<file path="config.mk">
export PLATFORM = sky130hd
export DESIGN_NAME = umips_imem_port
export DESIGN_NICKNAME = d
export VERILOG_FILES = /design/src/rtl/umips_imem_port.sv
export SDC_FILE = /design/constraint.sdc
export NUM_CORES = 1
export LEC_CHECK = 0
export ABC_CLOCK_PERIOD_IN_PS = 4500
export CORE_MARGIN = 2
export CORE_UTILIZATION = 42
export CTS_CLUSTER_SIZE = 16
export DETAILED_ROUTE_END_ITERATION = 16
export PLACE_DENSITY = 0.86
export REMOVE_ABC_BUFFERS = 1
export SLEW_MARGIN = 15
export SYNTH_ARGS = -nofsm -noshare
export SYNTH_HDL_FRONTEND = slang
export SYNTH_SLANG_ARGS = --single-unit
</file>
<file path="constraint.sdc">
create_clock -name clk -period 4.5 [get_ports clk]
set_input_delay 0.9 -clock clk [delete_from_list [all_inputs] [get_ports clk]]
set_output_delay 0.9 -clock clk [all_outputs]
set_load 0.02 [all_outputs]
</file>
<file path="src/rtl/umips_imem_port.sv">
// umips_imem_port: instruction fetch port with a one-word buffer, req/ack memory handshake,
// flush-while-outstanding handling and sticky bus-error trapping.
module umips_imem_port #(
    parameter logic [31:0] RESET_ADDR = 32'h0000_0000
) (
    input  logic        clk,
    input  logic        rst,
    input  logic [31:0] pc_addr,
    input  logic        pc_valid,
    input  logic        flush,
    output logic [31:0] instr,
    output logic        instr_valid,
    output logic        stall,
    output logic        mem_req,
    output logic [31:0] mem_addr,
    input  logic        mem_ack,
    input  logic [31:0] mem_rdata,
    input  logic        mem_err,
    output logic        fault,
    output logic [31:0] fault_addr
);
    typedef enum logic [1:0] {IDLE, REQ, DISCARD} state_t;
    state_t      state_q;
    logic        mem_req_q, buf_valid_q, fault_q;
    logic [29:0] mem_addr_q, buf_addr_q;
    logic [31:0] buf_data_q, fault_addr_q;
    logic        hit, unused_pc_lsb;
    assign unused_pc_lsb = ^pc_addr[1:0];
    assign hit         = buf_valid_q && (buf_addr_q == pc_addr[31:2]);
    assign instr       = buf_data_q;
    assign instr_valid = pc_valid && !flush && !fault_q && hit;
    assign stall       = pc_valid && !flush && (fault_q || !hit);
    assign mem_req     = mem_req_q;
    assign mem_addr    = {mem_addr_q, 2'b00};
    assign fault       = fault_q;
    assign fault_addr  = fault_addr_q;
    always_ff @(posedge clk or posedge rst) begin
        if (rst) begin
            state_q      <= IDLE;
            mem_req_q    <= 1'b0;
            mem_addr_q   <= RESET_ADDR[31:2];
            buf_valid_q  <= 1'b0;
            buf_addr_q   <= RESET_ADDR[31:2];
            buf_data_q   <= 32'h0;
            fault_q      <= 1'b0;
            fault_addr_q <= 32'h0;
        end else begin
            if (flush) begin
                buf_valid_q <= 1'b0;
                fault_q     <= 1'b0;
            end
            case (state_q)
                IDLE: if (pc_valid && !hit && !flush && !fault_q) begin
                    mem_req_q  <= 1'b1;
                    mem_addr_q <= pc_addr[31:2];
                    state_q    <= REQ;
                end
                REQ: if (mem_ack) begin
                    mem_req_q <= 1'b0;
                    state_q   <= IDLE;
                    if (!flush) begin
                        buf_addr_q  <= mem_addr_q;
                        buf_valid_q <= !mem_err;
                        if (mem_err) begin
                            fault_q      <= 1'b1;
                            fault_addr_q <= {mem_addr_q, 2'b00};
                        end else begin
                            buf_data_q <= mem_rdata;
                        end
                    end
                end else if (flush) begin
                    state_q <= DISCARD;
                end
                // the cancelled read must still complete before a new one may be issued
                DISCARD: if (mem_ack) begin
                    mem_req_q <= 1'b0;
                    state_q   <= IDLE;
                end
                default: state_q <= IDLE;
            endcase
        end
    end
endmodule
</file>
# Word-level counts from Yosys, hierarchy flattened
# Index checks and enable logic that the tools add are counted.
# word_totals
register_bits	127
in_bits	70
output_inout_bits	100
elab_cells	56
# op_classes
eq_ne	7
n_mux	17
n_bitwise	2
n_reduce_logical	22
# op_table
op	count
$eq 30x30->1	1
$mux 1	11
$reduce_and 3->1	3
$logic_and 1x1->1	8
$mux 2	4
$reduce_and 4->1	2
$pmux 2 s3	1
$logic_not 1->1	4
$ne 2x2->1 const B	2
$ne 3x3->1 const B	1
$eq 2x1->1 const B	1
$eq 2x2->1 const B	1
$logic_not 2->1	1
$ne 2x1->1 const B	1
$not 1->1	2
$pmux 1 s2	1
$reduce_and 2->1	1
$reduce_bool 2->1	1
$reduce_or 2->1	1
$logic_or 1x1->1	1

# Logic depth before layout (Yosys ltp)
# logic_depth
word_depth	8
depth_mapped	6
mapped_depth_nobuf	6

# Worst setup path before layout
# OpenSTA, ideal clock, no wires.
# synth_timing
kind	input to output
startpoint	input pc_addr[19]
endpoint	output instr_valid
arrival_time_ns	1.962
required_time_ns	3.600
setup_slack_ns	1.638
stages	5
n_path_buf	0
path_cell_list	xnor2_1 > nand4_1 > nor4_4 > nand2_1 > nor2_1
# synth_between
elab_chain_len	3
# synth_rtl
element	line	source
from (decl)	8	input logic [31:0] pc_addr,
$eq 30x30->1	29	assign hit = buf_valid_q && (buf_addr_q == pc_addr[31:2]);
$logic_and 1x1->1	29	
$logic_and 1x1->1	31	assign instr_valid = pc_valid && !flush && !fault_q && hit;
to (decl)	12	output logic instr_valid,
# No other way between the ends.

# Final worst setup path
# layout_timing
startpoint	input pc_addr[23]
endpoint	output stall
# layout_between
elab_chain_len	5
# layout_rtl
element	line	source
$eq 30x30->1	29	
$logic_and 1x1->1	29	
$logic_not 1->1	32	assign stall = pc_valid && !flush && (fault_q || !hit);
$logic_or 1x1->1	32	
$logic_and 1x1->1	32	
to (decl)	13	output logic stall,
# No other way between the ends.

==> flow_metrics.py <==
metrics = {
    "status": {
        "status": "finished clean",
    },
    "cells_and_area": {
        "fillers": 991,
        "finalNonFillerCells": 699,
        "drive_above_1_share_pct": 30.6,
        "antenna_cells": 0,
        "final_layout_net_count": 587,
        "flow.area_growth_from_synthesis_pct": 44.6,
    },
    "critical_path": {
        "top_family_by_delay_on_critical_path": "buffers and inverters",
        "crit_type": "in2out",
        "crit_path_arrival_time_ns": 3.21,
        "critical_path_required_ns": 3.60,
        "crit_path_end_kind": "primary output",
        "critical_path.max_stage_delay_ns": 0.53,
        "crit_path_frequent_cell": "clkdlybuf4s50_1",
        "worstReg2RegStart": "buf_addr_q[0]",
        "buf_inv_stages_crit_path": 2,
        "reg2regPathDepth": 7,
        "critical-path-slowest-cell": "clkdlybuf4s50_1",
        "cells_along_the_critical_path": "clkdlybuf4s50_1 > xnor2_1 > nand4_1 > nor4_4 > nand2_1 > o211a_1 > clkdlybuf4s50_1",
        "regToRegEndpoint": "mem_addr_q[14]",
        "reg2reg_setup_slack_ns": 1.88,
        "path_max_fanout": 5,
        "crit_path_start_kind": "input port",
    },
    "synthesis": {
        "postSynthCellCount": 339,
        "synthesis.area_um2": 5340,
        "syn-mean-instance-area_um2": 15.7,
        "synth-seq-cells": 127,
        "synth_seq_area_share_pct": 59.5,
        "ys.warnings.count": 0,
        "yosysUniqueCellTypes": 27,
    },
    "grt": {
        "grt_first_pass_wirelength_um": 19800,
        "grt_antenna_before_repair": 0,
        "grt_max_degree": 128,
        "grt_usage_pct": 19.7,
        "grt-ovfl-total": 0,
        "grt_pass1_vias": 3664,
    },
    "sta": {
        "worst-slew-pin-transition_ns": 0.880,
        "finalSetupViolations": 0,
        "final_max_slew_viol_count": 0,
        "hold_violations": 0,
        "grt_setup_unrepaired": "no",
        "final.period_utilization_pct": 91.3,
        "final_critical_delay_including_setup_and_external_delays_ns": 4.11,
        "fmax_ghz": 0.243,
        "setup_tns_ns": 0,
        "setup_ws_ns": 0.389,
        "slew-limit-headroom_pct": 41.1,
        "worst_clock_skew_ns": 0.00671,
    },
    "cts": {
        "numClockSinks": 127,
        "post_cts.resized_instances": 0,
        "clkLatencyLatePin_ns": 0.41,
        "path_clk_slew_ns": 0.05,
        "numCtsBuffers": 17,
        "clockBufferDepth": 2,
        "tritoncts": "yes",
        "cts-hold-fix-buffers": 0,
        "cts_max_level": 4,
        "cts.root.buffer_cell": "clkbuf_16",
        "postCtsSetupRepairBufs": 0,
    },
    "hold_path": {
        "hold_path_end": "fault_addr[3]",
        "type_of_the_tightest_min_delay_check": "reg2reg",
        "worstHoldPathCells": 1,
        "min_from": "fault_addr[3]",
    },
    "routing": {
        "drtAntennaViolNets": 0,
        "vias": 3393,
        "routed_wl_um": 12500,
        "drt-pass1-iter-count": 4,
        "post_drt_via_cell_ratio": 4.85,
        "drc_errors": 0,
        "iteration_0_drc_markers": 153,
        "wire_per_inst_um": 17.9,
    },
    "pwr": {
        "cellLeakagePower_nw": 3.29,
        "power_per_cell_area_nw_per_um2": 765,
        "peakVddDrop_v": 0.000415,
    },
    "floorplanning": {
        "std_cell_rows": 41,
        "floorplan.core_area_um2": 12500,
        "fp.dieH_um": 117,
        "start_util_pct": 42.7,
        "fp.dieW_um": 117,
        "top_level_ports": 170,
        "die_area_um2": 13600,
    },
    "place": {
        "preCtsSetupSlack_ns": 0.409,
        "dpl.cell_count": 667,
        "post-dp-hpwl_um": 8790,
        "finalWeightedCongestion": 0.784,
        "port_buffers": 163,
    },
    "job": {
        "maxCapViolCount": 0,
    },
}
## power breakdown
group          internal (mW)  switching [mW]  total, mW
clock                  0.799           0.466       1.27
combinational           1.43            1.11       2.54
sequential              1.71           0.392       2.11
total                   3.94            1.97       5.91
## cells by family (layout without fill, tap and decap cells)
family	count (synthesis)	after routing	share of synthesized area, %
flops	127	127	59.5
compound gates	13	13	1.87
mux	123	123	28.0
xor+xnor	30	30	4.92
other cells	1	4	0.0702
buf+inv	23	208	2.39
fa+ha+maj	3	3	0.703
simple gates	19	19	2.48
## synthesized netlist by cell type, drive strengths merged
library cell	instances	area [µm²]
a2111oi	1	8.76
a211oi	1	12.5
a21boi	1	7.51
a21o	1	8.76
a21oi	4	20.0
a311o	1	10.0
a311oi	1	8.76
buf	16	101
conb	1	3.75
dfrtp	127	3180
ha	3	37.5
inv	7	26.3
mux2	122	1490
mux2i	1	10.0
nand2	2	7.51
nand3	3	15.0
nand4	9	56.3
nor2	3	11.3
nor4	2	42.5
o211a	1	10.0
o21ai	1	5.00
o311ai	1	8.76
xnor2	30	263
## cell usage in the layout (no fill, tap or decap)
cell,count
a21boi_0,1
a21oi_1,4
nand3_1,2
clkbuf_1,6
mux2i_1,1
bufinv_16,1
a2111oi_0,1
conb_1,4
nand3_2,1
a211oi_4,1
a21o_2,1
clkinvlp_4,1
o311ai_0,1
buf_12,1
a311o_1,1
nor4_4,2
nor2_1,2
o211a_1,1
o21ai_0,1
clkinv_2,4
inv_4,1
nor2_2,1
ha_1,3
clkbuf_8,3
nand4_1,9
clkbuf_16,17
dfrtp_1,127
mux2_2,92
inv_1,6
clkdlybuf4s50_1,163
xnor2_1,30
a311oi_1,1
nand2_1,2
mux2_4,30
buf_4,5
## stage by stage
stage	utilization (%)	hold WS, ns	cell area (µm²)	total power [mW]
2_1_floorplan	-	0.491	5250	3.48
3_3_place_gp	57.3	0.487	7170	4.57
3_5_place_dp	57.3	0.493	7170	4.68
4_1_cts	61.7	0.504	7720	5.97
5_1_grt	61.7	0.511	7720	6.21
6_report	61.7	0.499	7720	5.91
## registers in the layout (all words and copies together), names as in the netlist
register	count
fault	1
instr	32
buf_valid_q	1
mem_addr_q	30
fault_addr	30
mem_req	1
state_q	2
buf_addr_q	30
## metal layers
layer | wire, µm | GRT usage, %
met1 | 5120 | 23.2
met2 | 6720 | 34.1
met3 | 427 | 5.09
met4 | 246 | 8.47
met5 | 0 | 0
## cell type report
class                      count  area, µm²  share of cell area [%]
clock inverter                 6       57.6                   0.746
tap                          172        215                    2.79
sequential                   127       3180                    41.2
inverter                       7       28.8                   0.373
timing repair buffer         169       1690                    21.9
clock buffer                  26        489                    6.34
multi-input combinational    192       2060                    26.7
## worst max-delay path by stage
stage                     depth (start not counted)       endpoint   startpoint  slack, ns
after floorplan                                   1  buf_addr_q[0]          rst       0.22
after global routing                              7          stall  pc_addr[23]       0.29
final                                             7          stall  pc_addr[23]       0.39
after global placement                            7          stall  pc_addr[16]       0.44
after CTS                                         7          stall  pc_addr[23]       0.40
after detailed placement                          7          stall  pc_addr[16]       0.41
## worst reg2reg max path: stages, from the launching register on
cell and delay, ns:
dfrtp_1 0.39, xnor2_1 0.15, nand4_1 0.20, nor4_4 0.08, buf_4 0.16, a211oi_4 0.61
buf_4 0.56, mux2_4 0.36
(Power assumes the default switching activity.)
